## config.mk

```make
export PLATFORM = sky130hd
export DESIGN_NAME = alu_multicycle
export DESIGN_NICKNAME = d
export VERILOG_FILES = /design/src/rtl/alu_pkg.sv /design/src/rtl/alu_mul_iter.sv /design/src/rtl/alu_multicycle.sv
export SDC_FILE = /design/constraint.sdc
export NUM_CORES = 1
export LEC_CHECK = 0
export ABC_AREA = 1
export BUFFER_PORTS_ARGS = -buffer_cell sky130_fd_sc_hd__buf_4
export CAP_MARGIN = 10
export CELL_PAD_IN_SITES_DETAIL_PLACEMENT = 2
export CELL_PAD_IN_SITES_GLOBAL_PLACEMENT = 2
export CORE_ASPECT_RATIO = 0.8
export CORE_UTILIZATION = 33
export CTS_CLUSTER_DIAMETER = 80
export DETAILED_ROUTE_END_ITERATION = 8
export GPL_TIMING_DRIVEN = 0
export MAX_ROUTING_LAYER = met4
export PLACE_DENSITY = 0.8
export SLEW_MARGIN = 5
export SYNTH_ARGS = -nofsm -noshare
export SYNTH_HDL_FRONTEND = slang
export SYNTH_SLANG_ARGS = --single-unit
```

## constraint.sdc

```tcl
create_clock -name clk -period 4.55 [get_ports clk]
set_input_delay 0.2275 -clock clk [delete_from_list [all_inputs] [get_ports clk]]
set_output_delay 0.2275 -clock clk [all_outputs]
set_load 0.005 [all_outputs]
```

## src/rtl/alu_pkg.sv

```systemverilog
// rtl/alu_pkg.sv - opcodes, FSM states and flag struct shared by the multicycle ALU
package alu_pkg;

  localparam logic [3:0] OP_AND  = 4'b0000;
  localparam logic [3:0] OP_OR   = 4'b0001;
  localparam logic [3:0] OP_ADD  = 4'b0010;
  localparam logic [3:0] OP_SUB  = 4'b0011;
  localparam logic [3:0] OP_SLTU = 4'b0100;
  localparam logic [3:0] OP_MUL  = 4'b0101;
  localparam logic [3:0] OP_XOR  = 4'b0110;
  localparam logic [3:0] OP_SLT  = 4'b0111;

  typedef enum logic [1:0] {
    IDLE = 2'd0,
    MUL  = 2'd1,
    DONE = 2'd2
  } state_t;

  typedef struct packed {
    logic n;
    logic z;
    logic c;
    logic v;
  } nzcv_t;

endpackage

```

## src/rtl/alu_mul_iter.sv

```systemverilog
// rtl/alu_mul_iter.sv - shift-add multiplier, one multiplier bit per cycle, LSB first
module alu_mul_iter #(
  parameter int WIDTH = 32
) (
  input  logic             clk,
  input  logic             rst,
  input  logic             start,
  input  logic [WIDTH-1:0] multiplicand,
  input  logic [WIDTH-1:0] multiplier,
  output logic             done,
  output logic [WIDTH-1:0] product
);

  localparam int CW = $clog2(WIDTH + 1);

  logic [WIDTH-1:0] mcand;
  logic [WIDTH-1:0] mplier;
  logic [WIDTH-1:0] acc;
  logic [CW-1:0]    cnt;

  // product already includes the bit being processed this cycle, so the
  // caller can capture it on the same edge that done is seen
  assign product = acc + (mplier[0] ? mcand : '0);
  assign done    = (cnt == CW'(1));

  always_ff @(posedge clk or posedge rst) begin
    if (rst) begin
      mcand  <= '0;
      mplier <= '0;
      acc    <= '0;
      cnt    <= '0;
    end else if (start) begin
      mcand  <= multiplicand;
      mplier <= multiplier;
      acc    <= '0;
      cnt    <= CW'(WIDTH);
    end else if (cnt != '0) begin
      acc    <= product;
      mcand  <= mcand << 1;
      mplier <= mplier >> 1;
      cnt    <= cnt - CW'(1);
    end
  end

endmodule

```

## src/rtl/alu_multicycle.sv

```systemverilog
// rtl/alu_multicycle.sv - registered ALU with valid/ready handshake, NZCV flags and iterative MUL
module alu_multicycle
  import alu_pkg::*;
#(
  parameter int WIDTH = 32
) (
  input  logic             clk,
  input  logic             rst,
  input  logic             in_valid,
  output logic             in_ready,
  input  logic [WIDTH-1:0] operand_a,
  input  logic [WIDTH-1:0] operand_b,
  input  logic [3:0]       alu_control,
  output logic             out_valid,
  input  logic             out_ready,
  output logic [WIDTH-1:0] result,
  output logic             flag_n,
  output logic             flag_z,
  output logic             flag_c,
  output logic             flag_v,
  output logic             illegal_op
);

  state_t state, state_next;

  logic             accept;
  logic             is_mul_op;
  logic             mul_done;
  logic [WIDTH-1:0] mul_product;

  logic [WIDTH:0]   sum_ext;
  logic [WIDTH:0]   diff_ext;
  logic [WIDTH-1:0] alu_res;
  nzcv_t            alu_flags;
  logic             alu_illegal;

  logic [WIDTH-1:0] result_q;
  nzcv_t            flags_q;
  logic             illegal_q;

  assign in_ready  = (state == IDLE);
  assign out_valid = (state == DONE);
  assign accept    = in_valid && in_ready;
  assign is_mul_op = (alu_control == OP_MUL);

  alu_mul_iter #(.WIDTH(WIDTH)) u_mul (
    .clk          (clk),
    .rst          (rst),
    .start        (accept && is_mul_op),
    .multiplicand (operand_a),
    .multiplier   (operand_b),
    .done         (mul_done),
    .product      (mul_product)
  );

  always_ff @(posedge clk or posedge rst) begin
    if (rst) state <= IDLE;
    else     state <= state_next;
  end

  always_comb begin
    state_next = state;
    case (state)
      IDLE:    if (accept) state_next = is_mul_op ? MUL : DONE;
      MUL:     if (mul_done) state_next = DONE;
      DONE:    if (out_ready) state_next = IDLE;
      default: state_next = IDLE;
    endcase
  end

  assign sum_ext  = {1'b0, operand_a} + {1'b0, operand_b};
  assign diff_ext = {1'b0, operand_a} - {1'b0, operand_b};

  always_comb begin
    alu_res     = '0;
    alu_flags   = '0;
    alu_illegal = 1'b0;
    case (alu_control)
      OP_AND:  alu_res = operand_a & operand_b;
      OP_OR:   alu_res = operand_a | operand_b;
      OP_XOR:  alu_res = operand_a ^ operand_b;
      OP_ADD: begin
        alu_res     = sum_ext[WIDTH-1:0];
        alu_flags.c = sum_ext[WIDTH];
        alu_flags.v = (operand_a[WIDTH-1] == operand_b[WIDTH-1]) &&
                      (sum_ext[WIDTH-1] != operand_a[WIDTH-1]);
      end
      OP_SUB: begin
        // ARM carry on subtract is the inverse of the borrow
        alu_res     = diff_ext[WIDTH-1:0];
        alu_flags.c = ~diff_ext[WIDTH];
        alu_flags.v = (operand_a[WIDTH-1] != operand_b[WIDTH-1]) &&
                      (diff_ext[WIDTH-1] != operand_a[WIDTH-1]);
      end
      OP_SLTU: alu_res = {{(WIDTH-1){1'b0}}, diff_ext[WIDTH]};
      OP_SLT:  alu_res = {{(WIDTH-1){1'b0}}, ($signed(operand_a) < $signed(operand_b))};
      OP_MUL:  alu_res = '0;
      default: alu_illegal = 1'b1;
    endcase
    alu_flags.n = alu_res[WIDTH-1];
    alu_flags.z = (alu_res == '0);
  end

  always_ff @(posedge clk or posedge rst) begin
    if (rst) begin
      result_q  <= '0;
      flags_q   <= '0;
      illegal_q <= 1'b0;
    end else if (accept && !is_mul_op) begin
      result_q  <= alu_res;
      flags_q   <= alu_flags;
      illegal_q <= alu_illegal;
    end else if (state == MUL && mul_done) begin
      result_q  <= mul_product;
      flags_q   <= '{n: mul_product[WIDTH-1], z: (mul_product == '0), c: 1'b0, v: 1'b0};
      illegal_q <= 1'b0;
    end
  end

  assign result     = result_q;
  assign flag_n     = flags_q.n;
  assign flag_z     = flags_q.z;
  assign flag_c     = flags_q.c;
  assign flag_v     = flags_q.v;
  assign illegal_op = illegal_q;

endmodule

```

; ---- After elaboration in Yosys (flattened, before gate mapping)
; Index checks and enable logic that the tools add are counted.
[totals]
inputBits = 72
output_inout_bits = 39
reg_bits = 141
elab_cells = 76
[op_classes]
n_lt_le_gt_ge = 1
n_mux = 23
eq_ne = 17
reduce_logical = 16
bitwise = 4
n_addsub = 4
[ops]
columns = cell, n
row1 = 2-to-1 mux 32 bit, 9
row2 = case mux 32 bit (7 select lines), 1
row3 = logical NOT 32 bit, 2
row4 = adder 32 x 32 -> 33 bit, 1
row5 = subtractor 32 x 32 -> 33 bit, 1
row6 = adder 32 bit, 1
row7 = bitwise AND 32 bit, 1
row8 = less-than comparator 32 bit, 1
row9 = bitwise OR 32 bit, 1
row10 = XOR 32 bit, 1
row11 = "== test 4 x 3 -> 1 bit, second input constant", 4
row12 = 2-to-1 mux 6 bit, 2
row13 = "== test 4 x 2 -> 1 bit, second input constant", 2
row14 = 2-to-1 mux 2 bit, 4
row15 = 2-to-1 mux 4 bit, 2
row16 = OR reduction 8 bit, 1
row17 = "== test 6 x 1 -> 1 bit, second input constant", 1
row18 = logical AND 1 bit, 6
row19 = case mux 2 bit (3 select lines), 1
row20 = nonzero test 6 bit, 1
row21 = "subtractor 6 x 1 -> 6 bit, second input constant", 1
row22 = "== test 4 x 1 -> 1 bit, second input constant", 1
row23 = logical NOT 4 bit, 1
row24 = "!= test 2 x 1 -> 1 bit, second input constant", 2
row25 = 12 further kinds, 17

; ---- Logic depth before layout (Yosys ltp)
; Gate-level depths: netlist of run 1.
[logic_depth]
word_depth = 5
mapped_depth = 22

; ---- Hierarchy
; A second synthesis of run 1 with hierarchy kept.
[hier_totals]
hier_cells = 2539
area_unflattened_um2 = 15429.8
[by_module_without_submodules]
columns = mod, instances, seq_area_each_um2, area_per_inst_um2, cells_per_inst
row1 = alu_multicycle, 1, 950.9, 8441.8, 1519
row2 = alu_mul_iter, 1, 2552.4, 6988.0, 1020

; ---- Worst setup path before layout of run 1
; No wires, ideal clock.
[synth_path]
path_type = reg-to-reg
start = reg u_mul.mplier[0]
end = reg flags_q, in the netlist flag_z
arrival_ns = 2.517
required_time_ns = 4.477
setup_slack_ns = 1.960
stages_incl_launch_ff = 21
cell_sequence = dfrtp_1 > clkbuf_1 > nand2_1 > inv_1 > ha_1 > fa_1 > nand3_1 > nand3_1 > nand2_1 > nand2_1 > nand2_1 > nand2_1 > xnor2_1 > nand2_1 > nor2_1 > nand2_1 > nor2_1 > nand4_1 > nand2_1 > inv_1 > a21oi_2
[synth_between]
elab_chain_cells = 5
[synth_rtl]
columns = item, line_no
row1 = from (decl), alu_mul_iter.sv:17  ; logic [WIDTH-1:0] mplier;
row2 = from (signal assigned), alu_mul_iter.sv:34  ; mplier <= multiplier;
row3 = from (signal assigned), alu_mul_iter.sv:40  ; mplier <= mplier >> 1;
row4 = 2-to-1 mux 32 bit, alu_mul_iter.sv:23  ; assign product = acc + (mplier[0] ? mcand : '0);
row5 = adder 32 bit, alu_mul_iter.sv:23
row6 = logical NOT 32 bit, alu_multicycle.sv:115  ; flags_q <= '{n: mul_product[WIDTH-1], z: (mul_product == '0), c: 1'b0, v: 1'b0};
row7 = 2-to-1 mux 4 bit, alu_multicycle.sv:113  ; end else if (state == MUL && mul_done) begin
row8 = 2-to-1 mux 4 bit, alu_multicycle.sv:109  ; end else if (accept && !is_mul_op) begin
row9 = to (signal assigned), alu_multicycle.sv:111  ; flags_q <= alu_flags;
row10 = to (signal assigned), alu_multicycle.sv:115
row11 = to (decl), alu_multicycle.sv:38  ; nzcv_t flags_q;
; Every way passes these cells. The select of a mux whose other input is x is not followed.
; A chain may end at the register's enable or synchronous reset.

; ---- Worst setup path in the final report of run 1
; Ends and elaborated chain as after synthesis.

==> results_tabular.tex, run 1 <==
\begin{tabular}{lr}
\hline
Metric & Value \\
\hline
\multicolumn{2}{l}{\textbf{Critical path}} \\
Worst Setup Start Kind & register \\
Critical path data required time & about 4.9 ns \\
Cell type of the slowest stage on the worst timing path & sky130\_fd\_sc\_hd\_\_clkbuf\_1 \\
Peak per-stage delay on the critical path & roughly 0.41 ns \\
Setup Crit Path Kind & reg -> reg \\
Critical path endpoint category & register \\
Data arrival time of the critical path & $\sim$4.6 ns \\
Peak fanout along the critical path & 10 \\
Top cell by count, worst path & sky130\_fd\_sc\_hd\_\_nand2\_1 \\
Series of cell instances along the critical path & clkbuf\_1 > clkbuf\_2 > nand2\_1 > inv\_1 > ha\_1 > nand2\_1 > inv\_1 > a21oi\_1 > nand2\_1 > nand2\_1 > nand2\_1 > xnor2\_1 > nand2\_1 > nor2\_1 > nand2\_1 > nor2\_1 > nand4\_1 > nand2\_1 > inv\_1 > a21oi\_2 \\
\multicolumn{2}{l}{\textbf{Yosys}} \\
Number of cells produced by synthesis & between 2000 and 2500 \\
Syn nets & 2630 \\
Most area-hungry cell type in the Yosys netlist & sky130\_fd\_sc\_hd\_\_dfrtp\_1 \\
Most area-consuming cells after synthesis & sky130\_fd\_sc\_hd\_\_dfrtp\_1 (24\%), sky130\_fd\_sc\_hd\_\_nand2\_1 (20\%), sky130\_fd\_sc\_hd\_\_inv\_1 (11\%), sky130\_fd\_sc\_hd\_\_ha\_1 (11\%), sky130\_fd\_sc\_hd\_\_nand3\_1 (6.9\%) \\
Portion of synthesized cell area occupied by the leading cell type & 0.2379 \\
Count of unique library cells instantiated by Yosys & 44 \\
Dominant cell by count in the synthesized netlist & sky130\_fd\_sc\_hd\_\_nand2\_1 \\
Sequential area share after synthesis & 0.2379 \\
Number of synthesis warnings & 0 \\
Asr flop ratio synth & 1.000 \\
Most common flop cell mapped by yosys & sky130\_fd\_sc\_hd\_\_dfrtp\_1 \\
Syn Area/Cell & between 6 and 7 µm² \\
EDFF count, synth & 0 \\
Top cells by count, synth & sky130\_fd\_sc\_hd\_\_nand2\_1 (769), sky130\_fd\_sc\_hd\_\_inv\_1 (431), sky130\_fd\_sc\_hd\_\_nor2\_1 (222), sky130\_fd\_sc\_hd\_\_nand3\_1 (204), sky130\_fd\_sc\_hd\_\_dfrtp\_1 (140) \\
Mapped Area & around 15000 µm² \\
Synth Register Bits & 140 \\
\multicolumn{2}{l}{\textbf{Floorplan}} \\
Ports & roughly 110 \\
Initial Utilization & 0.3381 \\
Row count & 68 \\
Die boundary width & between 200 and 250 µm \\
Area of the die & 45480 µm² \\
Vert. Die Dim & around 190 µm \\
Core region area & around 44000 µm² \\
\multicolumn{2}{l}{\textbf{Global route}} \\
Total track usage & 0.3484 \\
Maximum number of pins on one net before global-route repair & slightly above 70 \\
Number of global-route vias before repair & roughly 19000 \\
Global-route wire length before repair & $\sim$110000 µm \\
GRT Residual Overflow & 0 \\
Initial antenna violation count & 0 \\
\multicolumn{2}{l}{\textbf{Power and ir drop}} \\
Leakage Power & just over 9 nW \\
Part of the power in combinational logic & 0.473 \\
Maximum VDD drop & about 0.00028 V \\
Cell-internal power & about 3.6 mW \\
Psw & between 3 and 4 mW \\
Clock Power Share & 0.226 \\
PwrDens & between 300 and 400 nW/µm² \\
Net switching fraction of the power & 0.4650 \\
Fraction of power consumed by sequential logic & 0.300 \\
\multicolumn{2}{l}{\textbf{Timing}} \\
Tcrit/Tclk final & 0.9345 \\
Number of setup violations in the final report & 0 \\
Final critical delay including setup and external delays & approximately 4.3 ns \\
Slew headroom & 0.2398 \\
Transition time of the tightest slew-check pin & between 1 and 1.5 ns \\
Setup skew after layout & about 0.0095 ns \\
Unrepaired setup endpoints after global routing & false \\
Total count of max-transition violations in the final report & 0 \\
Least setup slack across all paths after layout & between 0.2 and 0.3 ns \\
Final number of hold-violating endpoints & 0 \\
Timing-limited maximum frequency & roughly 240 MHz \\
\multicolumn{2}{l}{\textbf{Clock tree}} \\
Maximum root-to-sink buffer count & 2 \\
H-tree depth & 4 \\
Cell chosen for the clock root & sky130\_fd\_sc\_hd\_\_clkbuf\_16 \\
Clock tree from TritonCTS & yes \\
Number of CTS-inserted buffers & 17 \\
Insertion delay of the later-clocked pin in the worst-skew pair & 0.45 ns \\
CTS sink cnt & 140 \\
Clock slew at the register clock pins of the worst setup and hold paths & roughly 0.07 ns \\
\multicolumn{2}{l}{\textbf{Status}} \\
Status & finished clean \\
\multicolumn{2}{l}{\textbf{Drt}} \\
Detailed-route DRC error count & 0 \\
Routed Wire Length & between 70000 and 80000 µm \\
Residual antenna-violating net count after detailed routing & 0 \\
Drt first pass iters & 5 \\
Routed wirelength normalized by instance count & about 24 µm \\
Via count & 17435 \\
Via-per-instance ratio & around 5.5 \\
Initial DRC count & 1267 \\
\multicolumn{2}{l}{\textbf{Placement}} \\
IO buf count & 110 \\
Placement Cell Area & between 15000 and 20000 µm² \\
RePlAce Congestion & around 0.96 \\
Post-Place Worst Slack & approximately 0.38 ns \\
Estimated wirelength of the detail-placed design & about 64000 µm \\
\multicolumn{2}{l}{\textbf{Layout}} \\
Count of inserted antenna diode cells & 0 \\
Final instance area & between 15000 and 20000 µm² \\
Total Nets Final & between 2000 and 3000 \\
Layout cells sized above 1 & 0.08320 \\
Relative area change from synthesis to final layout & 15.29\% \\
\multicolumn{2}{l}{\textbf{Min path}} \\
Worst min-delay path class & in -> reg \\
\multicolumn{2}{l}{\textbf{Job}} \\
Number of max-cap violations & 0 \\
\hline
\end{tabular}
-- power by group through the flow --
stage | registers, mW | clock network, mW | logic, mW
finish | 2.00 | 1.51 | 3.16
floorplan | 1.89 | 0 | 1.93
detailed placement | 2.00 | 0 | 3.08
global route | 2.04 | 1.56 | 3.48
global placement | 1.97 | 0 | 2.90
CTS | 1.99 | 1.51 | 3.14
-- critical path, delay by kind of cell, from the launching register on --
| family | cells | cell delay [ns] |
|---|---|---|
| buf+inv | 5 | 1.00 |
| xor+xnor | 1 | 0.35 |
| simple gates | 11 | 1.75 |
| flops | 1 | 0.33 |
| compound gates | 2 | 0.43 |
| fa+ha+maj | 1 | 0.29 |
-- layout make-up --
class	count	area (µm²)
clock inverters	13	167.7
fillers	5586	26580
clock buffers	19	452.9
well taps	595	744.5
multi-input cells	1768	9200
plain buffers	78	372.9
repair buffers	114	880.8
inverters	440	1657
flip-flops and latches	140	3503
-- cells by family (layout without fill, tap and decap cells) --
family	Yosys count	in the layout	share of synthesized area
simple gates	1279	1279	0.3566
buf+inv	518	664	0.1374
compound gates	341	341	0.1449
flops	140	140	0.2379
fa+ha+maj	132	132	0.1137
xor+xnor	16	16	0.009515
-- layout by cell type, fill, tap and decap left out, types with 53 or more instances in the layout --
cell                       count
sky130_fd_sc_hd__a21oi_1     110
sky130_fd_sc_hd__nor2_1      222
sky130_fd_sc_hd__nand3_1     204
sky130_fd_sc_hd__inv_1       430
sky130_fd_sc_hd__o221ai_1     53
sky130_fd_sc_hd__dfrtp_1     140
sky130_fd_sc_hd__o21ai_0      69
sky130_fd_sc_hd__nand2_1     769
sky130_fd_sc_hd__ha_1        129
sky130_fd_sc_hd__buf_4       123
-- layer usage --
metal,track usage,vias up,wire (µm)
li1,-,8012,-
met2,0.5453,518,33980
met4,0.08826,0,1748
met3,0.03581,89,4289
met5,-,-,0
met1,0.4794,8816,36410
-- flip-flops by register name, summed over array words and instances (netlist names) --
name,flops
result,32
u_mul.mplier,32
flag_v,1
flag_c,1
u_mul.cnt,6
state,2
flag_z,1
u_mul.mcand,32
u_mul.acc,32
illegal_op,1
-- path summary, 6_finish.rpt --
kind | start | end | slack (ns) | cells past startpoint
max in group asynchronous | rst | u_mul.mplier[5] | 3.25 | 4
max reg2reg | u_mul.mplier[0] | flag_z | 0.30 | 20
max | u_mul.mplier[0] | flag_z | 0.30 | 20
min | alu_control[3] | illegal_op | 0.15 | 3
min in group asynchronous | rst | u_mul.mcand[29] | 0.44 | 3
min reg2reg | result[2] | result[2] | 0.49 | 2
-- through the flow --
stage	total power [mW]	instances	hold WS [ns]	TNS (ns)	util
floorplan	3.817	2426	0.3138	0	-
global placement	4.872	3131	0.4071	-172.25	0.3741
detailed placement	5.077	3132	0.3778	0	0.3749
CTS	6.644	3166	0.1259	0	0.3896
global route	7.082	3167	0.1529	0	0.3898
finish	6.668	3167	0.1453	0	0.3898
-- repair_timing --
| action | 4_1_cts | 5_1_grt |
|---|---|---|
| setup buffers | 0 | 0 |
| endpoints found under the hold margin | 71 | 0 |
| hold buffers | 2 | 0 |
| gates resized for setup | 0 | 2 |
| setup endpoints to repair | 0 | 1 |
(Power assumes the default switching activity.)
==> run 2: changes to the inputs <==
CORE_UTILIZATION = 34   (was 33)
PLACE_DENSITY = 0.82   (was 0.8)
SYNTH_HIERARCHICAL = 1   (was default)
==> run 2 against run 1 <==
Global-route usage increased by 1.8 points. Area after synthesis increased by 4.8%. Register-to-register slack about the same. Via count increased by 3.6%. Power increased by 12%. Clock power increased by 7%. Clock skew increased by 0.0046 ns. Non-clock buffer count decreased by 1. Synthesized cell count increased by 4.7%. Combinational power increased by 19%. Flip-flop and latch count unchanged. Maximum frequency about the same. Critical endpoint unchanged.
==> results_tabular.tex, run 2 <==
\begin{tabular}{lr}
\hline
Metric & Value \\
\hline
\multicolumn{2}{l}{\textbf{Layout}} \\
Final core utilization & 0.3980 (was 0.3898) \\
Total Nets Final & 2875 (was 2763) \\
Relative area change from synthesis to final layout & 14.90\% (was 15.29\%) \\
Fill cell count & 5640 (was 5586) \\
Most used cells in the layout excluding fill and tap cells & sky130\_fd\_sc\_hd\_\_nand2\_1 (855), sky130\_fd\_sc\_hd\_\_inv\_1 (450), sky130\_fd\_sc\_hd\_\_nor2\_1 (203), sky130\_fd\_sc\_hd\_\_nand3\_1 (199), sky130\_fd\_sc\_hd\_\_dfrtp\_1 (140) (was sky130\_fd\_sc\_hd\_\_nand2\_1 (769), sky130\_fd\_sc\_hd\_\_inv\_1 (430), sky130\_fd\_sc\_hd\_\_nor2\_1 (222), sky130\_fd\_sc\_hd\_\_nand3\_1 (204), sky130\_fd\_sc\_hd\_\_dfrtp\_1 (140)) \\
Most frequent standard cell in the layout excluding fill and tap cells & sky130\_fd\_sc\_hd\_\_nand2\_1 (unchanged) \\
Register cell area after layout & 3503 µm² (unchanged) \\
Total area of multi-input combinational cells & 9679 µm² (was 9200 µm²) \\
Layout cells sized above 1 & 0.1107 (was 0.08320) \\
\multicolumn{2}{l}{\textbf{Drt}} \\
Initial DRC count & 1336 (was 1267) \\
Residual antenna-violating net count after detailed routing & 0 (unchanged) \\
Via count & 18062 (was 17435) \\
Via-per-instance ratio & 5.493 (was 5.505) \\
Routed wirelength normalized by instance count & 24.72 µm (was 24.13 µm) \\
Routed Wire Length & 81270 µm (was 76420 µm) \\
Detailed-route DRC error count & 0 (unchanged) \\
Drt first pass iters & 5 (unchanged) \\
\multicolumn{2}{l}{\textbf{Timing}} \\
Unrepaired setup endpoints after global routing & false (unchanged) \\
Tcrit/Tclk final & 0.9343 (was 0.9345) \\
Number of setup violations in the final report & 0 (unchanged) \\
Final critical delay including setup and external delays & 4.251 ns (was 4.252 ns) \\
Slew headroom & 0.3952 (was 0.2398) \\
Transition time of the tightest slew-check pin & 0.9072 ns (was 1.136 ns) \\
Final number of hold-violating endpoints & 0 (unchanged) \\
Total Negative Setup Slacks & 0 ns (unchanged) \\
Worst hold slack & 0.03994 ns (was 0.1453 ns) \\
Setup skew after layout & 0.01412 ns (was 0.009511 ns) \\
Least setup slack across all paths after layout & 0.2988 ns (was 0.2979 ns) \\
Total count of max-transition violations in the final report & 0 (unchanged) \\
Timing-limited maximum frequency & 235.2 MHz (about the same) \\
\multicolumn{2}{l}{\textbf{Floorplan}} \\
Area of the die & 46240 µm² (was 45480 µm²) \\
Vert. Die Dim & 192.5 µm (was 190.9 µm) \\
Row count & 69 (was 68) \\
Ports & 111 (unchanged) \\
Die boundary width & 240.2 µm (was 238.2 µm) \\
Core region area & 44550 µm² (was 43560 µm²) \\
Initial Utilization & 0.3464 (was 0.3381) \\
\multicolumn{2}{l}{\textbf{Yosys}} \\
Most area-consuming cells after synthesis & sky130\_fd\_sc\_hd\_\_dfrtp\_1 (23\%), sky130\_fd\_sc\_hd\_\_nand2\_1 (21\%), sky130\_fd\_sc\_hd\_\_inv\_1 (11\%), sky130\_fd\_sc\_hd\_\_ha\_1 (10\%), sky130\_fd\_sc\_hd\_\_nand3\_1 (6.5\%) (was sky130\_fd\_sc\_hd\_\_dfrtp\_1 (24\%), sky130\_fd\_sc\_hd\_\_nand2\_1 (20\%), sky130\_fd\_sc\_hd\_\_inv\_1 (11\%), sky130\_fd\_sc\_hd\_\_ha\_1 (11\%), sky130\_fd\_sc\_hd\_\_nand3\_1 (6.9\%)) \\
Dominant cell by count in the synthesized netlist & sky130\_fd\_sc\_hd\_\_nand2\_1 (unchanged) \\
Most area-hungry cell type in the Yosys netlist & sky130\_fd\_sc\_hd\_\_dfrtp\_1 (unchanged) \\
Sequential area share after synthesis & 0.2271 (was 0.2379) \\
Synth Register Bits & 140 (unchanged) \\
Most common flop cell mapped by yosys & sky130\_fd\_sc\_hd\_\_dfrtp\_1 (unchanged) \\
EDFF count, synth & 0 (unchanged) \\
Count of unique library cells instantiated by Yosys & 50 (was 44) \\
Number of synthesis warnings & 6 (was 0) \\
Top cells by count, synth & sky130\_fd\_sc\_hd\_\_nand2\_1 (855), sky130\_fd\_sc\_hd\_\_inv\_1 (452), sky130\_fd\_sc\_hd\_\_nor2\_1 (203), sky130\_fd\_sc\_hd\_\_nand3\_1 (199), sky130\_fd\_sc\_hd\_\_dfrtp\_1 (140) (was sky130\_fd\_sc\_hd\_\_nand2\_1 (769), sky130\_fd\_sc\_hd\_\_inv\_1 (431), sky130\_fd\_sc\_hd\_\_nor2\_1 (222), sky130\_fd\_sc\_hd\_\_nand3\_1 (204), sky130\_fd\_sc\_hd\_\_dfrtp\_1 (140)) \\
Syn Area/Cell & 6.077 µm² (was 6.070 µm²) \\
Portion of synthesized cell area occupied by the leading cell type & 0.2271 (was 0.2379) \\
Asr flop ratio synth & 1.000 (unchanged) \\
Syn nets & 2743 (was 2630) \\
Number of cells produced by synthesis & 2539 (was 2426) \\
Mapped Area & 15430 µm² (was 14730 µm²) \\
\multicolumn{2}{l}{\textbf{Power and ir drop}} \\
Overall power after layout & 7.478 mW (was 6.668 mW) \\
PwrDens & 421.8 nW/µm² (was 392.7 nW/µm²) \\
Maximum VDD drop & 0.0003751 V (was 0.0002794 V) \\
Leakage Power & 9.993 nW (was 9.231 nW) \\
\multicolumn{2}{l}{\textbf{Clock tree}} \\
Maximum root-to-sink buffer count & 2 (unchanged) \\
Cell chosen for the clock root & sky130\_fd\_sc\_hd\_\_clkbuf\_16 (unchanged) \\
Insertion delay of the later-clocked pin in the worst-skew pair & 0.46 ns (was 0.45 ns) \\
Clock slew at the register clock pins of the worst setup and hold paths & 0.07 ns (about the same) \\
Number of CTS-inserted buffers & 17 (unchanged) \\
Clock tree from TritonCTS & yes (unchanged) \\
H-tree depth & 4 (unchanged) \\
Number of post-CTS setup repair buffers & 0 (unchanged) \\
CTS sink cnt & 140 (unchanged) \\
\multicolumn{2}{l}{\textbf{Critical path}} \\
Series of cell instances along the critical path & clkbuf\_2 > nand2\_1 > inv\_1 > ha\_1 > nand2\_1 > nand2\_1 > nand2\_1 > nand2\_1 > nand2\_1 > nand2\_1 > a21oi\_1 > nand3\_1 > and2\_1 > inv\_1 > nand3\_1 > nor4\_1 > nand3\_1 > o41ai\_1 > nor2\_1 > nor2\_1 (was clkbuf\_1 > clkbuf\_2 > nand2\_1 > inv\_1 > ha\_1 > nand2\_1 > inv\_1 > a21oi\_1 > nand2\_1 > nand2\_1 > nand2\_1 > xnor2\_1 > nand2\_1 > nor2\_1 > nand2\_1 > nor2\_1 > nand4\_1 > nand2\_1 > inv\_1 > a21oi\_2) \\
Critical path data required time & 4.93 ns (was 4.92 ns) \\
Worst Setup Start Kind & register (unchanged) \\
Cell type of the slowest stage on the worst timing path & sky130\_fd\_sc\_hd\_\_dfrtp\_1 (was sky130\_fd\_sc\_hd\_\_clkbuf\_1) \\
Peak per-stage delay on the critical path & 0.66 ns (was 0.41 ns) \\
Critical path endpoint category & register (unchanged) \\
Top cell by count, worst path & sky130\_fd\_sc\_hd\_\_nand2\_1 (unchanged) \\
Peak fanout along the critical path & 10 (unchanged) \\
Setup Crit Path Kind & reg -> reg (unchanged) \\
Data arrival time of the critical path & 4.63 ns (was 4.62 ns) \\
\multicolumn{2}{l}{\textbf{Placement}} \\
Estimated wirelength of the detail-placed design & 66640 µm (was 64350 µm) \\
IO buf count & 110 (unchanged) \\
RePlAce Congestion & 0.9607 (was 0.9641) \\
Post-Place Worst Slack & 0.2606 ns (was 0.3773 ns) \\
\multicolumn{2}{l}{\textbf{Min path}} \\
Worst min-delay path class & in -> reg (unchanged) \\
\multicolumn{2}{l}{\textbf{Global route}} \\
Global-route wire length before repair & 121200 µm (was 114800 µm) \\
Initial antenna violation count & 0 (unchanged) \\
Maximum number of pins on one net before global-route repair & 62 (was 72) \\
Total track usage & 0.3665 (was 0.3484) \\
GRT Residual Overflow & 0 (unchanged) \\
Number of global-route vias before repair & 19252 (was 18832) \\
\multicolumn{2}{l}{\textbf{Job}} \\
Number of max-cap violations & 0 (unchanged) \\
\multicolumn{2}{l}{\textbf{Status}} \\
Status & finished clean (unchanged) \\
\hline
\end{tabular}
-- run 2: changes by cell type after synthesis, moves of 13 or more --
| cell | change |
|---|---|
| sky130_fd_sc_hd__inv_1 | +21 |
| sky130_fd_sc_hd__a22oi_1 | +25 |
| sky130_fd_sc_hd__clkbuf_1 | -14 |
| sky130_fd_sc_hd__buf_6 | +13 |
| sky130_fd_sc_hd__nor2_1 | -19 |
| sky130_fd_sc_hd__o21ai_0 | -15 |
| sky130_fd_sc_hd__nand2_2 | +15 |
| sky130_fd_sc_hd__nor2_2 | +17 |
| sky130_fd_sc_hd__o211ai_1 | -13 |
| sky130_fd_sc_hd__and2_1 | +16 |
| sky130_fd_sc_hd__nand2_1 | +86 |
| sky130_fd_sc_hd__o221ai_1 | -37 |
-- run 2: worst paths after layout --
path | start | endpoint | slack, ns | cells after the start
worst max-delay path | u_mul/mplier[0] | flag_z | 0.30 | 20
worst min-delay path | operand_b[31] | u_mul/mplier[31] | 0.04 | 3
worst max register to register | u_mul/mplier[0] | flag_z | 0.30 | 20
worst min register to register | u_mul/mplier[28] | u_mul/mplier[27] | 0.49 | 2
max in group asynchronous | rst | u_mul/mplier[28] | 3.44 | 4
min in group asynchronous | rst | illegal_op | 0.25 | 3
-- run 2: worst max-delay path, delay by kind of cell (launching register included) --
| family | cells | cell delay, ns |
|---|---|---|
| compound gates | 2 | 0.78 |
| buf+inv | 3 | 0.57 |
| flops | 1 | 0.66 |
| fa+ha+maj | 1 | 0.33 |
| simple gates | 14 | 1.83 |
-- run 2: cell families after synthesis --
| family | Yosys count | synth area share |
|---|---|---|
| AND/OR/NAND/NOR | 1402 | 0.3861 |
| XOR/XNOR | 20 | 0.01330 |
| adder cells (fa/ha/maj) | 132 | 0.1085 |
| buffers and inverters | 549 | 0.1456 |
| AO/OA/AOI/OAI | 296 | 0.1194 |
| flip-flops | 140 | 0.2271 |
-- run 2: cell type report --
cell class	count	share of cell area
Buffer	77	0.02696
Tap cell	603	0.04256
Antenna cell	1	0.0001412
Clock inverter	11	0.009246
Inverter	471	0.1000
Clock buffer	21	0.02710
Sequential cell	140	0.1976
Timing Repair Buffer	114	0.05039
Multi-Input combinational cell	1850	0.5460
-- run 2: what timing repair did --
| action | 4_1_cts | 5_1_grt |
|---|---|---|
| setup endpoints to repair | 0 | 1 |
| hold buffers | 2 | 0 |
| resized for setup | 0 | 4 |
| hold endpoints to repair | 80 | 0 |
-- run 2: metrics by stage --
stage | cells | cell area, µm²
final | 3288 | 17730
after detailed placement | 3254 | 17060
after floorplan | 2539 | 15430
after CTS | 3288 | 17730
after global placement | 3252 | 17010
after global routing | 3287 | 17730
-- run 2: metal layers --
layer  part of all wire  global-route usage
met1               0.48              0.5062
met2               0.44              0.5674
met3              0.055             0.03690
met4              0.024              0.1009
met5                  0                   -
-- run 2: power breakdown --
group / internal [mW] / switching (mW) / total (mW)
Clock: 0.973 / 0.638 / 1.61
Combinational: 1.23 / 2.53 / 3.75
Sequential: 1.72 / 0.397 / 2.11
==> run 3: changes to the inputs <==
ABC_AREA = default   (was 1)
CORE_UTILIZATION = 37   (was 34)
==> run 3 against run 2 <==
Routed wire length fell by 17%. Flip-flop and latch count did not move. Sequential power barely moved. Via count fell by 17%. Clock-buffer cell count fell by 3.
==> results_tabular.tex, run 3 <==
\begin{tabular}{lr}
\hline
Metric & Value \\
\hline
\multicolumn{2}{l}{\textbf{Status}} \\
Status & finished clean (unchanged) \\
\multicolumn{2}{l}{\textbf{Timing}} \\
Timing-limited maximum frequency & 220.5 MHz (was 235.2 MHz) \\
Slew headroom & 0.07185 (was 0.3952) \\
Tcrit/Tclk final & 0.9969 (was 0.9343) \\
Transition time of the tightest slew-check pin & 1.392 ns (was 0.9072 ns) \\
Final number of hold-violating endpoints & 0 (unchanged) \\
Setup skew after layout & 0.01331 ns (was 0.01412 ns) \\
Number of setup violations in the final report & 0 (unchanged) \\
Total count of max-transition violations in the final report & 0 (unchanged) \\
Unrepaired setup endpoints after global routing & false (unchanged) \\
Final critical delay including setup and external delays & 4.536 ns (was 4.251 ns) \\
\multicolumn{2}{l}{\textbf{Yosys}} \\
Number of synthesis warnings & 6 (unchanged) \\
Most area-consuming cells after synthesis & sky130\_fd\_sc\_hd\_\_dfrtp\_1 (26\%), sky130\_fd\_sc\_hd\_\_ha\_1 (12\%), sky130\_fd\_sc\_hd\_\_nand2\_1 (7.5\%), sky130\_fd\_sc\_hd\_\_mux2i\_1 (5.9\%), sky130\_fd\_sc\_hd\_\_o21ai\_0 (5.6\%) (was sky130\_fd\_sc\_hd\_\_dfrtp\_1 (23\%), sky130\_fd\_sc\_hd\_\_nand2\_1 (21\%), sky130\_fd\_sc\_hd\_\_inv\_1 (11\%), sky130\_fd\_sc\_hd\_\_ha\_1 (10\%), sky130\_fd\_sc\_hd\_\_nand3\_1 (6.5\%)) \\
Count of unique library cells instantiated by Yosys & 93 (was 50) \\
Syn nets & 1979 (was 2743) \\
Mapped Area & 13630 µm² (was 15430 µm²) \\
Syn Area/Cell & 7.680 µm² (was 6.077 µm²) \\
Most area-hungry cell type in the Yosys netlist & sky130\_fd\_sc\_hd\_\_dfrtp\_1 (unchanged) \\
EDFF count, synth & 0 (unchanged) \\
Portion of synthesized cell area occupied by the leading cell type & 0.2570 (was 0.2271) \\
Synth Register Bits & 140 (unchanged) \\
Number of cells produced by synthesis & 1775 (was 2539) \\
Asr flop ratio synth & 1.000 (unchanged) \\
Sequential area share after synthesis & 0.2570 (was 0.2271) \\
Top cells by count, synth & sky130\_fd\_sc\_hd\_\_nand2\_1 (271), sky130\_fd\_sc\_hd\_\_o21ai\_0 (152), sky130\_fd\_sc\_hd\_\_a21oi\_1 (151), sky130\_fd\_sc\_hd\_\_dfrtp\_1 (140), sky130\_fd\_sc\_hd\_\_ha\_1 (129) (was sky130\_fd\_sc\_hd\_\_nand2\_1 (855), sky130\_fd\_sc\_hd\_\_inv\_1 (452), sky130\_fd\_sc\_hd\_\_nor2\_1 (203), sky130\_fd\_sc\_hd\_\_nand3\_1 (199), sky130\_fd\_sc\_hd\_\_dfrtp\_1 (140)) \\
Most common flop cell mapped by yosys & sky130\_fd\_sc\_hd\_\_dfrtp\_1 (unchanged) \\
Dominant cell by count in the synthesized netlist & sky130\_fd\_sc\_hd\_\_nand2\_1 (unchanged) \\
\multicolumn{2}{l}{\textbf{Global route}} \\
Total track usage & 0.3714 (was 0.3665) \\
Global-route wire length before repair & 101800 µm (was 121200 µm) \\
Maximum number of pins on one net before global-route repair & 77 (was 62) \\
GRT Residual Overflow & 0 (unchanged) \\
Number of global-route vias before repair & 15768 (was 19252) \\
Initial antenna violation count & 1 (was 0) \\
\multicolumn{2}{l}{\textbf{Drt}} \\
Drt first pass iters & 5 (unchanged) \\
Via-per-instance ratio & 6.240 (was 5.493) \\
Detailed-route DRC error count & 0 (unchanged) \\
Residual antenna-violating net count after detailed routing & 0 (unchanged) \\
Via count & 15019 (was 18062) \\
Routed wirelength normalized by instance count & 28.13 µm (was 24.72 µm) \\
Routed Wire Length & 67710 µm (was 81270 µm) \\
Initial DRC count & 1272 (was 1336) \\
\multicolumn{2}{l}{\textbf{Power and ir drop}} \\
Psw & 3.131 mW (was 3.562 mW) \\
Part of the power in combinational logic & 0.482 (was 0.502) \\
Maximum VDD drop & 0.0002408 V (was 0.0003751 V) \\
Fraction of power consumed by sequential logic & 0.310 (was 0.283) \\
Clock Power Share & 0.207 (was 0.216) \\
Overall power after layout & 6.787 mW (was 7.478 mW) \\
Cell-internal power & 3.656 mW (was 3.916 mW) \\
Net switching fraction of the power & 0.4613 (was 0.4763) \\
PwrDens & 430.3 nW/µm² (was 421.8 nW/µm²) \\
Leakage Power & 7.464 nW (was 9.993 nW) \\
\multicolumn{2}{l}{\textbf{Placement}} \\
Dpl cells & 2364 (was 3254) \\
Placement Cell Area & 15080 µm² (was 17060 µm²) \\
RePlAce Congestion & 0.9885 (was 0.9607) \\
IO buf count & 108 (was 110) \\
Estimated wirelength of the detail-placed design & 53300 µm (was 66640 µm) \\
\multicolumn{2}{l}{\textbf{Critical path}} \\
Worst Setup Start Kind & input pin (was register) \\
Critical path data required time & 4.89 ns (was 4.93 ns) \\
Critical path endpoint category & register (unchanged) \\
Data arrival time of the critical path & 4.88 ns (was 4.63 ns) \\
Setup Crit Path Kind & in -> reg (was reg -> reg) \\
Peak fanout along the critical path & 10 (unchanged) \\
\multicolumn{2}{l}{\textbf{Floorplan}} \\
Core region area & 36070 µm² (was 44550 µm²) \\
Die boundary width & 216.6 µm (was 240.2 µm) \\
Initial Utilization & 0.3779 (was 0.3464) \\
Area of the die & 37620 µm² (was 46240 µm²) \\
Vert. Die Dim & 173.7 µm (was 192.5 µm) \\
Ports & 111 (unchanged) \\
Row count & 62 (was 69) \\
\multicolumn{2}{l}{\textbf{Layout}} \\
Most frequent standard cell in the layout excluding fill and tap cells & sky130\_fd\_sc\_hd\_\_nand2\_1 (unchanged) \\
Final instance area & 15770 µm² (was 17730 µm²) \\
Relative area change from synthesis to final layout & 15.71\% (was 14.90\%) \\
Final cell count without fillers & 2407 (was 3288) \\
Count of inserted antenna diode cells & 0 (was 1) \\
Layout cells sized above 1 & 0.1053 (was 0.1107) \\
Total Nets Final & 2120 (was 2875) \\
Most used cells in the layout excluding fill and tap cells & sky130\_fd\_sc\_hd\_\_nand2\_1 (271), sky130\_fd\_sc\_hd\_\_o21ai\_0 (152), sky130\_fd\_sc\_hd\_\_a21oi\_1 (150), sky130\_fd\_sc\_hd\_\_dfrtp\_1 (139), sky130\_fd\_sc\_hd\_\_ha\_1 (129) (was sky130\_fd\_sc\_hd\_\_nand2\_1 (855), sky130\_fd\_sc\_hd\_\_inv\_1 (450), sky130\_fd\_sc\_hd\_\_nor2\_1 (203), sky130\_fd\_sc\_hd\_\_nand3\_1 (199), sky130\_fd\_sc\_hd\_\_dfrtp\_1 (140)) \\
\multicolumn{2}{l}{\textbf{Job}} \\
Number of max-cap violations & 0 (unchanged) \\
\multicolumn{2}{l}{\textbf{Clock tree}} \\
Cell chosen for the clock root & sky130\_fd\_sc\_hd\_\_clkbuf\_16 (unchanged) \\
Insertion delay of the later-clocked pin in the worst-skew pair & 0.45 ns (was 0.46 ns) \\
Clock slew at the register clock pins of the worst setup and hold paths & 0.07 ns (about the same) \\
Maximum root-to-sink buffer count & 2 (unchanged) \\
H-tree depth & 4 (unchanged) \\
CTS sink cnt & 140 (unchanged) \\
Number of CTS-inserted buffers & 17 (unchanged) \\
Clock tree from TritonCTS & yes (unchanged) \\
\multicolumn{2}{l}{\textbf{Min path}} \\
Worst min-delay path class & in -> reg (unchanged) \\
\hline
\end{tabular}
## run 3: changes by cell type in the layout (fill, tap and decap cells not counted), sizes merged, moves of 80 or more
cell | before | now
nand3 | 207 | 37
inv | 470 | 120
o21ai | 56 | 153
nor2 | 227 | 107
nand2 | 879 | 271
mux2i | 0 | 80
## run 3: cell families after synthesis
logic type / after synthesis / share of synthesized area
multiplexers: 83 / 0.06122
buffers and inverters: 219 / 0.06223
flip-flops: 140 / 0.2570
AO/OA/AOI/OAI: 566 / 0.2675
AND/OR/NAND/NOR: 591 / 0.2010
adder cells (fa/ha/maj): 132 / 0.1228
XOR/XNOR: 44 / 0.02827
## run 3: final cells by class
| class | instances | area [µm²] |
|---|---|---|
| Inverter | 117 | 444.2 |
| Clock buffer | 18 | 429.2 |
| Clock inverter | 12 | 117.6 |
| Multi-Input combinational cell | 1416 | 9308 |
| Tap cell | 480 | 600.6 |
| Sequential cell | 140 | 3505 |
| Buffer | 102 | 411.6 |
| Fill cell | 4169 | 20300 |
| Timing Repair Buffer | 122 | 958.4 |
## run 3: power groups by stage
stage	sequential (mW)	combinational [mW]	clock [mW]
6_report	2.11	3.27	1.41
5_1_grt	2.14	3.54	1.45
4_1_cts	2.09	3.22	1.43
3_5_place_dp	2.10	3.16	0
3_3_place_gp	2.07	3.00	0
2_1_floorplan	1.94	2.02	0
## run 3: worst max-delay path, cell delays in order
cell,delay [ns]
sky130_fd_sc_hd__buf_4,0.15
sky130_fd_sc_hd__inv_1,0.23
sky130_fd_sc_hd__buf_1,0.60
sky130_fd_sc_hd__clkbuf_2,0.52
sky130_fd_sc_hd__clkbuf_1,0.58
sky130_fd_sc_hd__clkbuf_1,0.71
sky130_fd_sc_hd__o21ai_0,0.25
sky130_fd_sc_hd__a221oi_1,0.81
sky130_fd_sc_hd__and3_1,0.36
sky130_fd_sc_hd__nand4_1,0.13
sky130_fd_sc_hd__o41ai_2,0.30
## run 3: metal layers
layer  GRT usage  share of wire
met1      0.5232           0.47
met2      0.5506           0.44
met3     0.04719          0.068
met4      0.1127          0.026
met5           -              0
## run 3: through the flow
| stage | util | setup TNS [ns] | setup slack (ns) | hold WS, ns |
|---|---|---|---|---|
| after floorplan | - | 0 | 1.140 | 0.3348 |
| after global placement | 0.4170 | -1.566 | -0.5662 | 0.4511 |
| after detailed placement | 0.4180 | -0.5587 | -0.5127 | 0.2276 |
| after CTS | 0.4358 | 0 | 0.03688 | 0.0002231 |
| after global routing | 0.4373 | 0 | 0.002417 | 0.03551 |
| final | 0.4373 | 0 | 0.01397 | 0.01383 |
## run 3: worst paths after layout
| path | startpoint | depth (start not counted) | endpoint | slack [ns] |
|---|---|---|---|---|
| hold / removal | operand_b[8] | 3 | u_mul/mplier[8] | 0.01 |
| max in group asynchronous | rst | 3 | state[0] | 3.41 |
| min in group asynchronous | rst | 3 | u_mul/mplier[29] | 0.31 |
| setup / recovery | alu_control[0] | 11 | flag_z | 0.01 |
| hold reg to reg | u_mul/acc[16] | 2 | u_mul/acc[16] | 0.54 |
| setup reg to reg | u_mul/mplier[0] | 15 | flag_z | 0.17 |
## run 3: repair_timing
item / in CTS / in global routing
gates resized for setup: 2 / 8
pin swaps: 0 / 2
setup endpoints to repair: 1 / 2
hold buffers: 9 / 0
gates cloned: 0 / 0
buffers inserted: 0 / 4
hold endpoints to repair: 34 / 0
